--- src/rtl/constraint_check_pipe.sv ---
// constraint_check_pipe: streaming constraint checker.
// Each candidate carries NUM_VARS variables of VAR_W bits. Enabled variables
// are tested against a 2-bit predicate and the results are combined by AND
// or OR into one satisfied bit. Two register stages with per-stage valids
// and a global stall; saturating counts of accepted and satisfying candidates.
// Optional feature macro: CONSTRAINT_STICKY_EN adds first_unsat_valid and
// first_unsat_tag, capturing the tag of the first unsatisfied result emitted.
module constraint_check_pipe #(
  parameter int NUM_VARS = 4,
  parameter int VAR_W    = 16,
  parameter int CNT_W    = 16
) (
  input  logic                      clk,
  input  logic                      rst_n,
  input  logic                      in_valid,
  output logic                      in_ready,
  input  logic [NUM_VARS*VAR_W-1:0] in_vars,
  input  logic [2*NUM_VARS-1:0]     cfg_op,
  input  logic [NUM_VARS-1:0]       cfg_en,
  input  logic                      cfg_mode,
  input  logic                      clr,
  output logic                      out_valid,
  input  logic                      out_ready,
  output logic                      out_sat,
  output logic [CNT_W-1:0]          out_tag,
  output logic [CNT_W-1:0]          sat_count,
`ifdef CONSTRAINT_STICKY_EN
  output logic [CNT_W-1:0]          total_count,
  output logic                      first_unsat_valid,
  output logic [CNT_W-1:0]          first_unsat_tag
`else
  output logic [CNT_W-1:0]          total_count
`endif
);

  // Predicate on one variable: 00 nonzero, 01 zero, 10 all-ones, 11 not all-ones.
  function automatic logic pred_eval(input logic [1:0] op, input logic [VAR_W-1:0] v);
    logic any_set;
    logic all_set;
    any_set = |v;
    all_set = &v;
    case (op)
      2'b00:   return any_set;
      2'b01:   return ~any_set;
      2'b10:   return all_set;
      default: return ~all_set;
    endcase
  endfunction

  // Counter increment that sticks at all-ones instead of wrapping.
  function automatic logic [CNT_W-1:0] sat_inc(input logic [CNT_W-1:0] c);
    return (&c) ? c : c + 1'b1;
  endfunction

  logic                vld_p1_q, vld_p1_d;
  logic [NUM_VARS-1:0] pred_p1_q, pred_p1_d;
  logic                mode_p1_q, mode_p1_d;
  logic [CNT_W-1:0]    tag_p1_q, tag_p1_d;
  logic                vld_p2_q, vld_p2_d;
  logic                sat_p2_q, sat_p2_d;
  logic [CNT_W-1:0]    tag_p2_q, tag_p2_d;
  logic [CNT_W-1:0]    total_q, total_d;
  logic [CNT_W-1:0]    sat_cnt_q, sat_cnt_d;
  logic                s2_advance, accept, emit;

  assign s2_advance  = ~vld_p2_q | out_ready;
  assign in_ready    = ~vld_p1_q | s2_advance;
  assign accept      = in_valid & in_ready;
  assign emit        = vld_p2_q & out_ready;
  assign out_valid   = vld_p2_q;
  assign out_sat     = sat_p2_q;
  assign out_tag     = tag_p2_q;
  assign sat_count   = sat_cnt_q;
  assign total_count = total_q;

  // Stage 1 next state: evaluate predicates of an accepted candidate with its own config.
  always_comb begin
    vld_p1_d  = vld_p1_q;
    pred_p1_d = pred_p1_q;
    mode_p1_d = mode_p1_q;
    tag_p1_d  = tag_p1_q;
    if (accept) begin
      vld_p1_d  = 1'b1;
      mode_p1_d = cfg_mode;
      tag_p1_d  = total_q;
      for (int i = 0; i < NUM_VARS; i++) begin
        // A disabled variable takes the identity value of the combine operator.
        pred_p1_d[i] = cfg_en[i] ? pred_eval(cfg_op[2*i +: 2], in_vars[i*VAR_W +: VAR_W])
                                 : ~cfg_mode;
      end
    end else if (s2_advance) begin
      vld_p1_d = 1'b0;
    end
  end

  // Stage 2 next state: combine predicates into the output slot when it can move.
  always_comb begin
    vld_p2_d = vld_p2_q;
    sat_p2_d = sat_p2_q;
    tag_p2_d = tag_p2_q;
    if (s2_advance) begin
      vld_p2_d = vld_p1_q;
      if (vld_p1_q) begin
        sat_p2_d = mode_p1_q ? (|pred_p1_q) : (&pred_p1_q);
        tag_p2_d = tag_p1_q;
      end
    end
  end

  // Counter next state: clear has priority over any increment in the same cycle.
  always_comb begin
    total_d   = total_q;
    sat_cnt_d = sat_cnt_q;
    if (clr) begin
      total_d   = '0;
      sat_cnt_d = '0;
    end else begin
      if (accept)            total_d   = sat_inc(total_q);
      if (emit && sat_p2_q)  sat_cnt_d = sat_inc(sat_cnt_q);
    end
  end

  // ---- stage 1 boundary: control ----
  always_ff @(posedge clk or negedge rst_n) begin
    if (!rst_n) vld_p1_q <= 1'b0;
    else        vld_p1_q <= vld_p1_d;
  end

  // Stage 1 data registers carry no reset; they are qualified by vld_p1_q.
  always_ff @(posedge clk) begin
    pred_p1_q <= pred_p1_d;
    mode_p1_q <= mode_p1_d;
    tag_p1_q  <= tag_p1_d;
  end

  // ---- stage 2 boundary: output slot, reset so outputs read zero ----
  always_ff @(posedge clk or negedge rst_n) begin
    if (!rst_n) begin
      vld_p2_q <= 1'b0;
      sat_p2_q <= 1'b0;
      tag_p2_q <= '0;
    end else begin
      vld_p2_q <= vld_p2_d;
      sat_p2_q <= sat_p2_d;
      tag_p2_q <= tag_p2_d;
    end
  end

  // Accepted and satisfying candidate counters.
  always_ff @(posedge clk or negedge rst_n) begin
    if (!rst_n) begin
      total_q   <= '0;
      sat_cnt_q <= '0;
    end else begin
      total_q   <= total_d;
      sat_cnt_q <= sat_cnt_d;
    end
  end

`ifdef CONSTRAINT_STICKY_EN
  logic             fu_valid_q, fu_valid_d;
  logic [CNT_W-1:0] fu_tag_q, fu_tag_d;

  assign first_unsat_valid = fu_valid_q;
  assign first_unsat_tag   = fu_tag_q;

  // Sticky capture of the first unsatisfied tag emitted since reset or clear.
  always_comb begin
    fu_valid_d = fu_valid_q;
    fu_tag_d   = fu_tag_q;
    if (clr) begin
      fu_valid_d = 1'b0;
      fu_tag_d   = '0;
    end else if (emit && !sat_p2_q && !fu_valid_q) begin
      fu_valid_d = 1'b1;
      fu_tag_d   = tag_p2_q;
    end
  end

  // Sticky capture registers.
  always_ff @(posedge clk or negedge rst_n) begin
    if (!rst_n) begin
      fu_valid_q <= 1'b0;
      fu_tag_q   <= '0;
    end else begin
      fu_valid_q <= fu_valid_d;
      fu_tag_q   <= fu_tag_d;
    end
  end
`endif

endmodule

--- config.mk ---
export PLATFORM = sky130hd
export DESIGN_NAME = constraint_check_pipe
export DESIGN_NICKNAME = d
export VERILOG_FILES = /design/src/rtl/constraint_check_pipe.sv
export SDC_FILE = /design/constraint.sdc
export NUM_CORES = 1
export LEC_CHECK = 0
export ABC_AREA = 0
export BUFFER_PORTS_ARGS = -buffer_cell sky130_fd_sc_hd__buf_4
export CORE_ASPECT_RATIO = 1.1
export CORE_UTILIZATION = 49
export DETAILED_ROUTE_END_ITERATION = 8
export PLACE_DENSITY = 0.9
export SETUP_SLACK_MARGIN = 0.2
export SYNTH_ARGS = -nofsm -noshare
export SYNTH_HDL_FRONTEND = slang
export SYNTH_SLANG_ARGS = --single-unit
--- constraint.sdc ---
create_clock -name clk -period 2.3 [get_ports clk]
set_input_delay 0.345 -clock clk [delete_from_list [all_inputs] [get_ports clk]]
set_output_delay 0.345 -clock clk [all_outputs]
set_load 0.05 [all_outputs]
-- After elaboration in Yosys (flattened, before gate mapping)
Cells that the tools add are included.
Widths: inputs -> output; s select.
- bits in registers: 72
- output and inout port bits: 51
- reduce and logical (&&, ||, !) cells: 23
- equality and inequality tests: 10
- add/subtract/negate cells: 2
- bitwise operators: 15
- muxes and demuxes: 17
- operator list (cell ; count):
    $mux 16 ; 6
    $reduce_and 16->1 ; 6
    $reduce_or 16->1 ; 4
    $add 16x1->16 const B ; 2
    $pmux 1 s3 ; 4
    $not 1->1 ; 11
    $eq 2x1->1 const B ; 4
    $eq 2x2->1 const B ; 4
    $logic_not 2->1 ; 4
    $mux 1 ; 7
    $reduce_and 2->1 ; 3
    $reduce_bool 2->1 ; 3
    $ne 2x2->1 const B ; 2
    $reduce_and 4->1 ; 1
    $reduce_or 4->1 ; 1
    $and 1x1->1 ; 2
    $or 1x1->1 ; 2
    $logic_and 1x1->1 ; 1

-- Logic depth before layout (Yosys ltp)
- word-level depth: 6
- mapped depth: 7

-- Worst setup path after synthesis
OpenSTA, ideal clock, no wires.
- kind: reg2reg
- from: register vld_p2_q, in the netlist out_valid
- to: register mode_p1_q (enable)
- data required time: 1.957 ns
- data arrival time: 1.951 ns
- setup slack: 0.006 ns
- cell stages (with the launch flop): 4
- path buffers: 0
- period minus slack after synthesis: 2.294 ns
- path through: dfrtp_1 -> nand3b_1 -> nand2_1 -> inv_1
- longest elaborated chain between the ends: 4
- ends and longest elaborated chain (what ; RTL line ; text):
    start, declared ; 59 ; logic vld_p2_q, vld_p2_d;
    start signal, assigned ; 143 ; vld_p2_q <= vld_p2_d;
    $not 1->1 ; 66 ; assign s2_advance = ~vld_p2_q | out_ready;
    $or 1x1->1 ; 66 ;
    $or 1x1->1 ; 67 ; assign in_ready = ~vld_p1_q | s2_advance;
    net in_ready ; 16 ; output logic in_ready,
    $and 1x1->1 ; 68 ; assign accept = in_valid & in_ready;
    net accept ; 64 ; logic s2_advance, accept, emit;
    end signal, assigned ; 132 ; mode_p1_q <= mode_p1_d;
    end, declared ; 57 ; logic mode_p1_q, mode_p1_d;
The timed path passes the listed nets, and every way through them passes these cells.
A chain may end at the register's enable or synchronous reset.

-- Worst setup path after layout
- from: register total_q[0], in the netlist total_count[0]
- to: register total_q[7], in the netlist total_count[7]
- longest elaborated chain between the ends: 4
- elaborated cells between the ends (all ways): 7
- classes of those cells: add/sub (1); eq/ne (1); mux (3); reduce/logical (2)
- ends and longest elaborated chain (what ; RTL line ; text):
    start, declared ; 62 ; logic [CNT_W-1:0] total_q, total_d;
    start signal, assigned ; 155 ; total_q <= total_d;
    $add 16x1->16 ; 52 ; return (&c) ? c : c + 1'b1;
    $mux 16 ; 52 ;
    $mux 16 ; 118 ; if (accept) total_d = sat_inc(total_q);
    $mux 16 ; 114 ; if (clr) begin
Parallel ways exist; a longest one is shown, timed or not. The select of a mux whose other input is x is not followed.

==> impl_metrics.toml <==
[sta]
setup_ws_ns = 0.349
rsz0062_at_grt = "false"
final.period_utilization = 0.848
worst_pin_slew_ns = 0.703
setup_violations = 0
hold_viol = 0
maxSlewViolCount = 0
hold_slack_ns = 0.0159
min_period_ns = 1.95
timing.fmax_mhz = 512
finClkSkew_ns = 0.0103
max-slew-margin-rel = 0.530
final.setup.tns_ns = 0

[floorplan]
rows = 31
fp.dieH_um = 89.4
fp.dieArea_mm2 = 0.00728
start_util = 0.513
die_width_um = 81.5
core_area_mm2 = 0.00663
ios = 133

[placed_design]
portBuffers = 132
gp_congestion = 0.869
pre_cts_ws_ns = 0.394
post-dp-hpwl_um = 6640
dp.cells = 505
place_area_mm2 = 0.00449

[worst_setup_path]
crit_type = "flip-flop to flip-flop"
r2r_cells = 6
crit_arrival_ns = 2.17
max_stage_delay_ns = 0.59
crit_cells = 6
end_kind = "flip-flop"
crit_buf_inv = 0
cp_max_fo = 6
cp-start-kind = "flip-flop"
critPathTopFamily = "simple AND/OR/NAND/NOR gates"
critPathRequiredTime_ns = 2.52
crit_chain = "ha_1 -> nand3_1 -> nor3_1 -> nor4b_1 -> xnor2_1 -> nor2_1"
cpMaxStageDelayCell = "nor3_1"

[power]
p_leak_nw = 2.06
peakVddDrop_mv = 0.447
power_mw = 3.26
p_per_area_mw_per_mm2 = 691

[synth]
synth_edf_count = 21
syn_area_mm2 = 0.00340
synth_most_common_cell = "dfrtp_1"
yosys.area_share.simple = 0.240
ys_types = 34
yosys.area.top_type_share = 0.375
synth_mux_area_frac = 0.0676
synth-compound-area-share = 0.0320
syn_nets = 380
yosys_warnings = 0
yosys_most_used_dff = "dfrtp_1"
avgSynthCellArea_um2 = 11.5
synthTopCellsByArea = "dfrtp_1 38%, edfxtp_1 19%, nand4_1 5.7%, mux2_2 5.3%, xor2_1 4.4%"
ys_ff_latch = 72
synthCells = 296
yosysSeqAreaShare = 0.560
synth_common_cells = "51 x dfrtp_1, 37 x nor2_1, 31 x nand4_1"
async_flop_share = 0.708
synth_top_family_by_area = "simple AND/OR/NAND/NOR gates"
yosys.area_share.xor_xnor = 0.0824
synthAdderAreaFrac = 0.00735
synth_top_cell_by_area = "dfrtp_1"

[detailed_routing]
num_vias = 2979
drt_iter0_drc = 162
via_per_inst = 5.72
ant_nets = 0
wire_per_inst_um = 16.9
routed_wirelength_um = 8830
drc = 0
first_pass_iters = 5

[global_route]
grt_util_met3 = 0.0398
use_met2 = 0.405
gr-total-overflow = 0
first_global_vias = 2742
grt_usage = 0.244
grt_max_degree = 52
busiest_layer = "met2"
use_met1 = 0.313
grt_pass1_wl_um = 13000
antenna_found_initial = 0

[clock_network]
cts_buffers = 9
postCtsHoldBufs = 0
clock_path_buffers = 2
clkLatencyLatePin_ns = 0.34
clock-root-buffer = "clkbuf_8"
cts_resized = 0
ctsHtreeMaxLevel = 3
postCtsSetupBuffers = 0
cts_tree = "built"
path_clk_slew_ns = 0.07
cts_sinks = 72

[cells_and_area]
synthToLayoutAreaGrowth_pct = 38.8
diodes = 0
fill_cells = 470
drive_above_1_share = 0.394
stdcell_area_mm2 = 0.00472
fin_cells = 521
fin_util = 0.712
nets = 518

[hold_path]
min_path_type = "primary input to asynchronous set/reset pin"

[run]
max_cap_violations = 0

[outcome]
status = "completed"
-- flip-flops by register name, summed over array words and instances (netlist names) --
| signal | flops |
|---|---|
| mode_p1_q | 1 |
| out_sat | 1 |
| out_tag | 16 |
| out_valid | 1 |
| pred_p1_q | 4 |
| sat_count | 16 |
| tag_p1_q | 16 |
| total_count | 16 |
| vld_p1_q | 1 |
-- cell usage in the layout, fill, tap and decap left out, types with 3 or more instances in the layout --
cell,instances
bufinv_16,3
o41ai_1,8
clkbuf_8,9
a21oi_1,3
nor3b_1,4
nor2_1,37
dfrtp_2,3
nand2_1,9
mux2_2,16
nand4_1,31
nor3_1,8
nand2b_1,3
or3_1,3
dfrtp_1,48
buf_4,132
xor2_1,17
nand3_1,14
xnor2_1,15
nor4_1,16
and3_1,7
edfxtp_1,21
mux2i_1,5
and4_1,3
-- area by class of cell --
cell class | count | area (um2) | share of cell area
sequential | 72 | 1910 | 0.405
timing repair buffer | 132 | 991 | 0.210
clock inverter | 6 | 108 | 0.0228
tap | 82 | 103 | 0.0217
multi-input combinational | 217 | 1470 | 0.312
inverter | 2 | 11.3 | 0.00238
clock buffer | 10 | 128 | 0.0270
-- report_power, final --
group / switching [mW] / internal (mW) / total [mW]
Clock: 0.463 / 0.717 / 1.18
Combinational: 0.384 / 0.241 / 0.625
Sequential: 0.0541 / 1.40 / 1.46
Total: 0.901 / 2.36 / 3.26
-- worst reg2reg max path, delay by kind of cell (launching register included) --
family | cells | cell delay [ns]
adder cells (fa/ha/maj) | 1 | 0.27
AND/OR/NAND/NOR | 4 | 0.93
flip-flops | 1 | 0.47
XOR/XNOR | 1 | 0.17
-- final timing paths --
| path | from | endpoint | slack, ns |
|---|---|---|---|
| worst max-delay path | total_count[0] | total_count[7] | 0.35 |
| max in group asynchronous | rst_n | sat_count[1] | 1.80 |
| worst min-delay path | rst_n | total_count[4] | 0.02 |
| worst max register to register | total_count[0] | total_count[7] | 0.35 |
| min in group clk | cfg_mode | mode_p1_q | 0.24 |
| worst min register to register | tag_p1_q[10] | out_tag[10] | 0.47 |
-- per-layer routing --
metal / share of wire / wire, um / up-vias
met3: 0.047 / 417 / 15
met1: 0.39 / 3450 / 1451
met5: 0 / 0 / -
li1: - / - / 1413
met4: 0.019 / 169 / 0
met2: 0.54 / 4790 / 100
-- cells by family after synthesis --
group | after synthesis
muxes | 21
DFF | 72
and+or+nand+nor | 147
adders and majority gates | 2
AOI/OAI and AO/OA | 15
xor gates and xnor gates | 32
buffers and inverters | 7
No activity file was read; power rests on OpenSTA's default activity.
